File: src/rtl/pc_sequencer_pkg.sv
// Shared constants and types for the PC sequencer and its branch comparator.
// Latency: n/a (declarations only).
// Backpressure: n/a (declarations only).
//
// Holds funct3 condition codes, default reset/trap vectors, the sequencer
// state encoding and a small alignment helper.
package pc_sequencer_pkg;

    // Architectural word width (PC, operands, branch target).
    localparam int unsigned WORD_W = 32;

    // Default vectors.
    localparam logic [31:0] RESET_PC_DEF = 32'h0000_0000;
    localparam logic [31:0] TRAP_VEC_DEF = 32'h0000_0010;

    // RISC-V branch funct3 codes. 3'b010 / 3'b011 are unused and never take.
    localparam logic [2:0] F3_BEQ  = 3'b000;
    localparam logic [2:0] F3_BNE  = 3'b001;
    localparam logic [2:0] F3_BLT  = 3'b100;
    localparam logic [2:0] F3_BGE  = 3'b101;
    localparam logic [2:0] F3_BLTU = 3'b110;
    localparam logic [2:0] F3_BGEU = 3'b111;

    // Sequencer states.
    //   RUN     : fetching sequentially, may accept a branch
    //   RESOLVE : branch PC held while the target adder result arrives
    //   HOLD    : RESOLVE was stalled; decision waits on the captured target
    typedef enum logic [1:0] {
        ST_RUN     = 2'b00,
        ST_RESOLVE = 2'b01,
        ST_HOLD    = 2'b10
    } seq_state_e;

    // Instruction targets must be word aligned; any low bit set traps.
    function automatic logic is_misaligned(input logic [1:0] lsb);
        return lsb != 2'b00;
    endfunction

endpackage

File: src/rtl/pc_sequencer_if.sv
// Bundle between execute/fetch and the PC sequencer.
// Latency: n/a (wiring only).
// Backpressure: stall_i is a level hold request from downstream, no credits.
//
// Ports (slave = sequencer side):
//   stall_i, branch_valid_i, jump_i, br_funct3_i, rs1_i, rs2_i, addrBranch_i : into sequencer
//   pc_o, fetch_valid_o, flush_o, misaligned_o                               : out of sequencer
interface pc_sequencer_if
    import pc_sequencer_pkg::*;
#(
    parameter int unsigned DATA_W = WORD_W
);

    logic              stall_i;
    logic              branch_valid_i;
    logic              jump_i;
    logic [2:0]        br_funct3_i;
    logic [DATA_W-1:0] rs1_i;
    logic [DATA_W-1:0] rs2_i;
    logic [DATA_W-1:0] addrBranch_i;
    logic [DATA_W-1:0] pc_o;
    logic              fetch_valid_o;
    logic              flush_o;
    logic              misaligned_o;

    // Execute / fetch side.
    modport master (
        output stall_i, branch_valid_i, jump_i, br_funct3_i,
               rs1_i, rs2_i, addrBranch_i,
        input  pc_o, fetch_valid_o, flush_o, misaligned_o
    );

    // PC sequencer side.
    modport slave (
        input  stall_i, branch_valid_i, jump_i, br_funct3_i,
               rs1_i, rs2_i, addrBranch_i,
        output pc_o, fetch_valid_o, flush_o, misaligned_o
    );

endinterface

File: src/rtl/pc_sequencer_branch_cmp.sv
// Branch condition evaluator: funct3 + two operands -> taken condition.
// Latency: combinational, zero cycles.
// Backpressure: none; purely combinational.
//
// Ports:
//   funct3_i : RISC-V branch funct3
//   rs1_i    : operand A
//   rs2_i    : operand B
//   cond_o   : 1 when the condition holds (0 for the unused codes)
module branch_cmp
    import pc_sequencer_pkg::*;
#(
    parameter int unsigned DATA_W = WORD_W
) (
    input  logic [2:0]        funct3_i,
    input  logic [DATA_W-1:0] rs1_i,
    input  logic [DATA_W-1:0] rs2_i,
    output logic              cond_o
);

    logic eq;
    logic lt_s;
    logic lt_u;

    assign eq   = (rs1_i == rs2_i);
    assign lt_s = ($signed(rs1_i) < $signed(rs2_i));
    assign lt_u = (rs1_i < rs2_i);

    always_comb begin
        cond_o = 1'b0;
        unique case (funct3_i)
            F3_BEQ:  cond_o = eq;
            F3_BNE:  cond_o = ~eq;
            F3_BLT:  cond_o = lt_s;
            F3_BGE:  cond_o = ~lt_s;
            F3_BLTU: cond_o = lt_u;
            F3_BGEU: cond_o = ~lt_u;
            default: cond_o = 1'b0;
        endcase
    end

endmodule

File: src/rtl/pc_sequencer.sv
// Program-counter owner and branch resolution: PC+4 fall-through or redirect.
// Latency: branch PC held 2 cycles, new PC on cycle 3; outputs registered.
// Backpressure: stall_i freezes PC in RUN and parks a pending decision in HOLD.
//
// Ports:
//   clk_i : clock, rising edge
//   rst_i : synchronous active-high reset
//   bus   : pc_sequencer_if.slave (branch inputs in, pc/fetch_valid/flush/misaligned out)
module pc_sequencer
    import pc_sequencer_pkg::*;
#(
    parameter int unsigned       DATA_W   = WORD_W,
    parameter logic [DATA_W-1:0] RESET_PC = DATA_W'(RESET_PC_DEF),
    parameter logic [DATA_W-1:0] TRAP_VEC = DATA_W'(TRAP_VEC_DEF)
) (
    input  logic            clk_i,
    input  logic            rst_i,
    pc_sequencer_if.slave   bus
);

    seq_state_e        state_q;
    logic [DATA_W-1:0] pc_q;
    logic [DATA_W-1:0] target_q;
    logic              taken_q;
    logic              fetch_valid_q;
    logic              flush_q;
    logic              misaligned_q;

    logic              cond;
    logic [DATA_W-1:0] pc_plus4;
    logic [DATA_W-1:0] decide_target;
    logic [DATA_W-1:0] resolve_pc_d;
    logic              resolve_flush_d;
    logic              resolve_mis_d;

    branch_cmp #(
        .DATA_W (DATA_W)
    ) u_branch_cmp (
        .funct3_i (bus.br_funct3_i),
        .rs1_i    (bus.rs1_i),
        .rs2_i    (bus.rs2_i),
        .cond_o   (cond)
    );

    // Wraps modulo 2^DATA_W by construction.
    assign pc_plus4 = pc_q + DATA_W'(4);

    // In RESOLVE the adder output is live this cycle; once parked in HOLD the
    // adder input may have moved on, so only the captured copy is trusted.
    assign decide_target = (state_q == ST_HOLD) ? target_q : bus.addrBranch_i;

    // Outcome of a resolved branch, used from both RESOLVE and HOLD.
    always_comb begin
        resolve_pc_d    = pc_plus4;
        resolve_flush_d = 1'b0;
        resolve_mis_d   = 1'b0;
        if (taken_q) begin
            resolve_flush_d = 1'b1;
            if (is_misaligned(decide_target[1:0])) begin
                resolve_pc_d  = TRAP_VEC;
                resolve_mis_d = 1'b1;
            end else begin
                resolve_pc_d  = decide_target;
            end
        end
    end

    always_ff @(posedge clk_i) begin
        if (rst_i) begin
            state_q       <= ST_RUN;
            pc_q          <= RESET_PC;
            target_q      <= '0;
            taken_q       <= 1'b0;
            fetch_valid_q <= 1'b1;
            flush_q       <= 1'b0;
            misaligned_q  <= 1'b0;
        end else begin
            // Pulses default low; set only on the redirect cycle below.
            flush_q      <= 1'b0;
            misaligned_q <= 1'b0;

            unique case (state_q)
                ST_RUN: begin
                    if (bus.stall_i) begin
                        // Stall beats a same-cycle branch; it is re-presented later.
                        pc_q <= pc_q;
                    end else if (bus.branch_valid_i) begin
                        // PC held so the target adder sees the branch PC.
                        taken_q       <= bus.jump_i | cond;
                        state_q       <= ST_RESOLVE;
                        fetch_valid_q <= 1'b0;
                    end else begin
                        pc_q <= pc_plus4;
                    end
                end

                ST_RESOLVE: begin
                    target_q <= bus.addrBranch_i;
                    if (bus.stall_i) begin
                        state_q <= ST_HOLD;
                    end else begin
                        pc_q          <= resolve_pc_d;
                        flush_q       <= resolve_flush_d;
                        misaligned_q  <= resolve_mis_d;
                        state_q       <= ST_RUN;
                        fetch_valid_q <= 1'b1;
                    end
                end

                ST_HOLD: begin
                    if (!bus.stall_i) begin
                        pc_q          <= resolve_pc_d;
                        flush_q       <= resolve_flush_d;
                        misaligned_q  <= resolve_mis_d;
                        state_q       <= ST_RUN;
                        fetch_valid_q <= 1'b1;
                    end
                end

                default: begin
                    state_q       <= ST_RUN;
                    fetch_valid_q <= 1'b1;
                end
            endcase
        end
    end

    assign bus.pc_o          = pc_q;
    assign bus.fetch_valid_o = fetch_valid_q;
    assign bus.flush_o       = flush_q;
    assign bus.misaligned_o  = misaligned_q;

endmodule

File: src/flat_wrapper.sv
// flat-port wrapper written by rule: the top's interface ports become plain ports
module pc_sequencer_flat import pc_sequencer_pkg::*;
#(
    parameter int unsigned       DATA_W   = WORD_W,
    parameter logic [DATA_W-1:0] RESET_PC = DATA_W'(RESET_PC_DEF),
    parameter logic [DATA_W-1:0] TRAP_VEC = DATA_W'(TRAP_VEC_DEF)
)
  (clk_i, rst_i, bus_stall_i, bus_branch_valid_i, bus_jump_i, bus_br_funct3_i, bus_rs1_i, bus_rs2_i, bus_addrBranch_i, bus_pc_o, bus_fetch_valid_o, bus_flush_o, bus_misaligned_o);
  pc_sequencer_if #(.DATA_W(DATA_W)) bus_i ();
  input  logic clk_i;
  input  logic rst_i;
  input wire logic [$bits(bus_i.stall_i)-1:0] bus_stall_i;
  input wire logic [$bits(bus_i.branch_valid_i)-1:0] bus_branch_valid_i;
  input wire logic [$bits(bus_i.jump_i)-1:0] bus_jump_i;
  input wire logic [$bits(bus_i.br_funct3_i)-1:0] bus_br_funct3_i;
  input wire logic [$bits(bus_i.rs1_i)-1:0] bus_rs1_i;
  input wire logic [$bits(bus_i.rs2_i)-1:0] bus_rs2_i;
  input wire logic [$bits(bus_i.addrBranch_i)-1:0] bus_addrBranch_i;
  output wire logic [$bits(bus_i.pc_o)-1:0] bus_pc_o;
  output wire logic [$bits(bus_i.fetch_valid_o)-1:0] bus_fetch_valid_o;
  output wire logic [$bits(bus_i.flush_o)-1:0] bus_flush_o;
  output wire logic [$bits(bus_i.misaligned_o)-1:0] bus_misaligned_o;
  assign bus_i.stall_i = bus_stall_i;
  assign bus_i.branch_valid_i = bus_branch_valid_i;
  assign bus_i.jump_i = bus_jump_i;
  assign bus_i.br_funct3_i = bus_br_funct3_i;
  assign bus_i.rs1_i = bus_rs1_i;
  assign bus_i.rs2_i = bus_rs2_i;
  assign bus_i.addrBranch_i = bus_addrBranch_i;
  assign bus_pc_o = bus_i.pc_o;
  assign bus_fetch_valid_o = bus_i.fetch_valid_o;
  assign bus_flush_o = bus_i.flush_o;
  assign bus_misaligned_o = bus_i.misaligned_o;
  pc_sequencer #(.DATA_W(DATA_W), .RESET_PC(RESET_PC), .TRAP_VEC(TRAP_VEC)) u_core (.clk_i(clk_i), .rst_i(rst_i), .bus(bus_i));
endmodule
File: config.mk
export PLATFORM = sky130hd
export DESIGN_NAME = pc_sequencer_flat
export DESIGN_NICKNAME = d
export VERILOG_FILES = /design/src/rtl/pc_sequencer_pkg.sv /design/src/rtl/pc_sequencer_if.sv /design/src/rtl/pc_sequencer_branch_cmp.sv /design/src/rtl/pc_sequencer.sv /design/src/flat_wrapper.sv
export SDC_FILE = /design/constraint.sdc
export NUM_CORES = 1
export LEC_CHECK = 0
export CORE_MARGIN = 1.5
export CORE_UTILIZATION = 43
export DETAILED_ROUTE_END_ITERATION = 16
export GPL_TIMING_DRIVEN = 1
export MAX_ROUTING_LAYER = met4
export PLACE_DENSITY = 0.76
export SETUP_SLACK_MARGIN = 0.5
export SLEW_MARGIN = 0
export SYNTH_ARGS = -nofsm -noshare
export SYNTH_HDL_FRONTEND = slang
export SYNTH_SLANG_ARGS = --single-unit
File: constraint.sdc
create_clock -name clk_i -period 1.9 [get_ports clk_i]
set_clock_uncertainty 0.05 [all_clocks]
set_input_delay 0.285 -clock clk_i [delete_from_list [all_inputs] [get_ports clk_i]]
set_output_delay 0.285 -clock clk_i [all_outputs]
set_load 0.02 [all_outputs]
==> results.tsv <==
stage	metric	value	unit
run_status	outcome	finished, violations left	
run_status	failing checks	negative setup slack	
die	chip height	105	um
critical_path	Critical Path RT	2.17	ns
die	die area	0.0111	mm2
die	Placeable Area	0.0102	mm2
drt	drt pass-1 iters	6	
cts	worst-skew pair later-pin latency	0.38	ns
synth	cell area after synthesis	0.00449	mm2
flow_run	max cap viols	0	
synth	Post-synth EDFFs	0	
synth	Net Count, Synth	694	
synth	top cell type's share of synthesized area	0.312	
synth	area leader, netlist	dfxtp_1	
grt	vias in the first global route	6164	
critical_path	Critical Path End	u_core.bus.pc_o[25]	
timing	Final Max Tran Viols	0	
final_layout	final net count	974	
timing	relative slew slack	0.499	
drt	drt total wl	25600	um
synth	synth top area cells	dfxtp_1 31%, mux2i_1 11%, ha_1 10%	
critical_path	Critical R2R Capture	u_core.bus.pc_o[25]	
placed_design	GPL Wtd Cong	0.971	
timing	fmax	0.445	GHz
placed_design	input/output buffers	138	
synth	asr flop ratio synth	0	
critical_path	CP Max Fanout	4	
critical_path	CP Capture Type	flip-flop	
synth	flops & latches, synth	70	
grt	Total GRT Usage	0.381	
hold_path	Min-Delay Path Depth	5	
critical_path	Crit path arrival time	2.52	ns
synth	post-synthesis sequential area ratio	0.312	
synth	most numerous cell in the Yosys netlist	dfxtp_1	
critical_path	CP startpoint	u_core.bus.pc_o[6]	
synth	Post-synth top cells	70 x dfxtp_1, 64 x nor2_1, 56 x a21oi_1	
placed_design	Final HPWL DP	11200	um
timing	Slew @ Worst Pin	0.752	ns
cts	Clock Pin Slew Worst Setup and Hold Paths	0.09	ns
cts	CTS buffer count	9	
power_and_ir_drop	Worst VDD drop	598	uV
critical_path	startpoint types	flip-flop	
synth	Synth cell types	57	
drt	DRC Markers	0	
timing	worst setup margin	-0.347	ns
cts	CTS tree	built	
critical_path	origin of the critical flop-to-flop path	u_core.bus.pc_o[6]	
die	standard-cell rows	37	
grt	initial antenna violation count	2	
synth	Cells after Synth	553	
critical_path	r2r worst-path depth	6	
cts	H-tree lvl count	3	
hold_path	worst hold path class	in -> reg	
timing	hold slack	0.328	ns
critical_path	type of the worst setup path	reg -> reg	
cts	clk buf depth	2	
drt	Via density	6.67	
power_and_ir_drop	Power Density	487	mW/mm2
timing	Final period util	1.18	
die	I/O pin total	139	
synth	Top FF cell, synth	dfxtp_1	
drt	drt wl/cell	26.2	um
final_layout	Area Growth Syn to Fin	93.8	%
drt	total vias in the final route	6514	
timing	final critical-path required period	2.25	ns
power_and_ir_drop	LEAKAGE	0.00351	uW
timing	Hold Vio Cnt, Final	0	
timing	Final setup viols	24	
synth	Syn. warnings	0	
drt	post-route ant nets	0	
cts	# clock sinks	70	
drt	Starting DRT DRC Count	884	
cts	CTS Hold Bufs	0	
critical_path	R2R setup slack	-0.35	ns
synth	average cell area after synthesis	8.12	um2
grt	grt ovf	0	
grt	global-route wire length before repair	32300	um
die	initial core utilization	0.439	
power_and_ir_drop	final total power	4240	uW
final_layout	share of layout cells above drive strength 1	0.487	
timing	RSZ-0062 raised after global routing	yes	
die	die width	105	um
cts	CTS root buf	clkbuf_8	
grt	largest net degree at the start of global routing	62	
==> stage by stage <==
step           TNS, ns  utilization  instance area (um2)  setup slack, ns  std cells
2_1_floorplan   -0.206            -                 4750          -0.0978        553
3_3_place_gp     -2.85        0.659                 6740           -0.656        882
3_5_place_dp     -3.49        0.659                 6740           -0.685        882
4_1_cts              0        0.801                 8200          0.00397        953
5_1_grt          -3.93        0.851                 8700           -0.384        976
6_report         -2.62        0.851                 8700           -0.347        976
==> logic make-up (layout without fill, tap and decap cells) <==
kind of cell,after synthesis,in the layout,synth area share
mux,53,53,0.120
flops,70,70,0.312
simple gates,173,173,0.195
fa+ha+maj,37,37,0.103
compound gates,152,152,0.212
xor+xnor,1,1,0.00195
buf+inv,67,352,0.0566
other cells,0,2,0
==> sequential cells by signal, summed over array words and instances, names as in the netlist <==
signal / cells
u_core.bus.pc_o: 32
u_core.target_q: 32
u_core.state_q: 2
u_core.bus.fetch_valid_o: 1
u_core.bus.flush_o: 1
u_core.bus.misaligned_o: 1
u_core.taken_q: 1
==> per-layer routing <==
metal  share of wire  global-route usage  vias up
met4           0.097               0.209        0
li1                -                   -     2587
met1            0.34               0.428     3016
met2            0.45               0.632      620
met5               0                   -        -
met3            0.11              0.0805      291
==> report_power, final <==
part / switching [uW] / leakage [uW] / total (uW) / internal (uW)
Sequential: 45.7 / 0.000580 / 1550 / 1510
Combinational: 643 / 0.00282 / 1320 / 677
Clock: 647 / 0.000106 / 1360 / 717
Total: 1340 / 0.00351 / 4240 / 2900
==> how the worst min path moves through the flow <==
stage / startpoint / to / slack [ns]
2_1_floorplan: bus_stall_i / u_core.bus.flush_o / 0.32
3_3_place_gp: u_core.bus.pc_o[0] / u_core.bus.pc_o[0] / 0.39
3_5_place_dp: u_core.bus.pc_o[0] / u_core.bus.pc_o[0] / 0.40
4_1_cts: rst_i / u_core.taken_q / 0.20
5_1_grt: rst_i / u_core.taken_q / 0.34
6_report: rst_i / u_core.taken_q / 0.33
==> worst max-delay path: stages (launching register included) <==
cell and delay (ns):
dfxtp_2 0.34, and3_4 0.22, nand3_2 0.13, or3_4 0.42
or3_4 0.44, o32ai_2 0.37, a32o_2 0.22
==> final cells by class <==
cell class	count	area, um2
multi-input combinational	416	3860
timing repair buffer	297	2850
fill	492	1530
sequential	70	1450
tap	136	170
clock buffer	11	163
inverter	39	149
clock inverter	5	55.1
antenna	2	5.00
==> cells in the final DEF (no fill, tap or decap), drive strengths merged, types with 3 or more instances in the layout <==
| master | n |
|---|---|
| buf | 189 |
| nand3 | 17 |
| dfxtp | 70 |
| or3 | 3 |
| mux2 | 5 |
| inv | 39 |
| clkdlybuf4s50 | 38 |
| and3 | 6 |
| clkdlybuf4s15 | 25 |
| o21ai | 38 |
| a21o | 4 |
| nand3b | 3 |
| nor2 | 64 |
| a22oi | 4 |
| nor4 | 6 |
| o22ai | 8 |
| o32ai | 6 |
| dlygate4sd2 | 39 |
| nand4 | 12 |
| mux2i | 48 |
| a21oi | 56 |
| clkbuf | 15 |
| nand2 | 27 |
| and2 | 7 |
| ha | 37 |
| nor3 | 15 |
| and4 | 3 |
| nand2b | 4 |
| a211oi | 5 |
| a32o | 7 |
==> repair_timing <==
item | in CTS | in global routing
pin swaps | 98 | 49
buffers inserted | 47 | 21
gates resized for setup | 395 | 103
cloned | 8 | 0
endpoints found under the setup margin | 103 | 82
(Power assumes the default switching activity.)
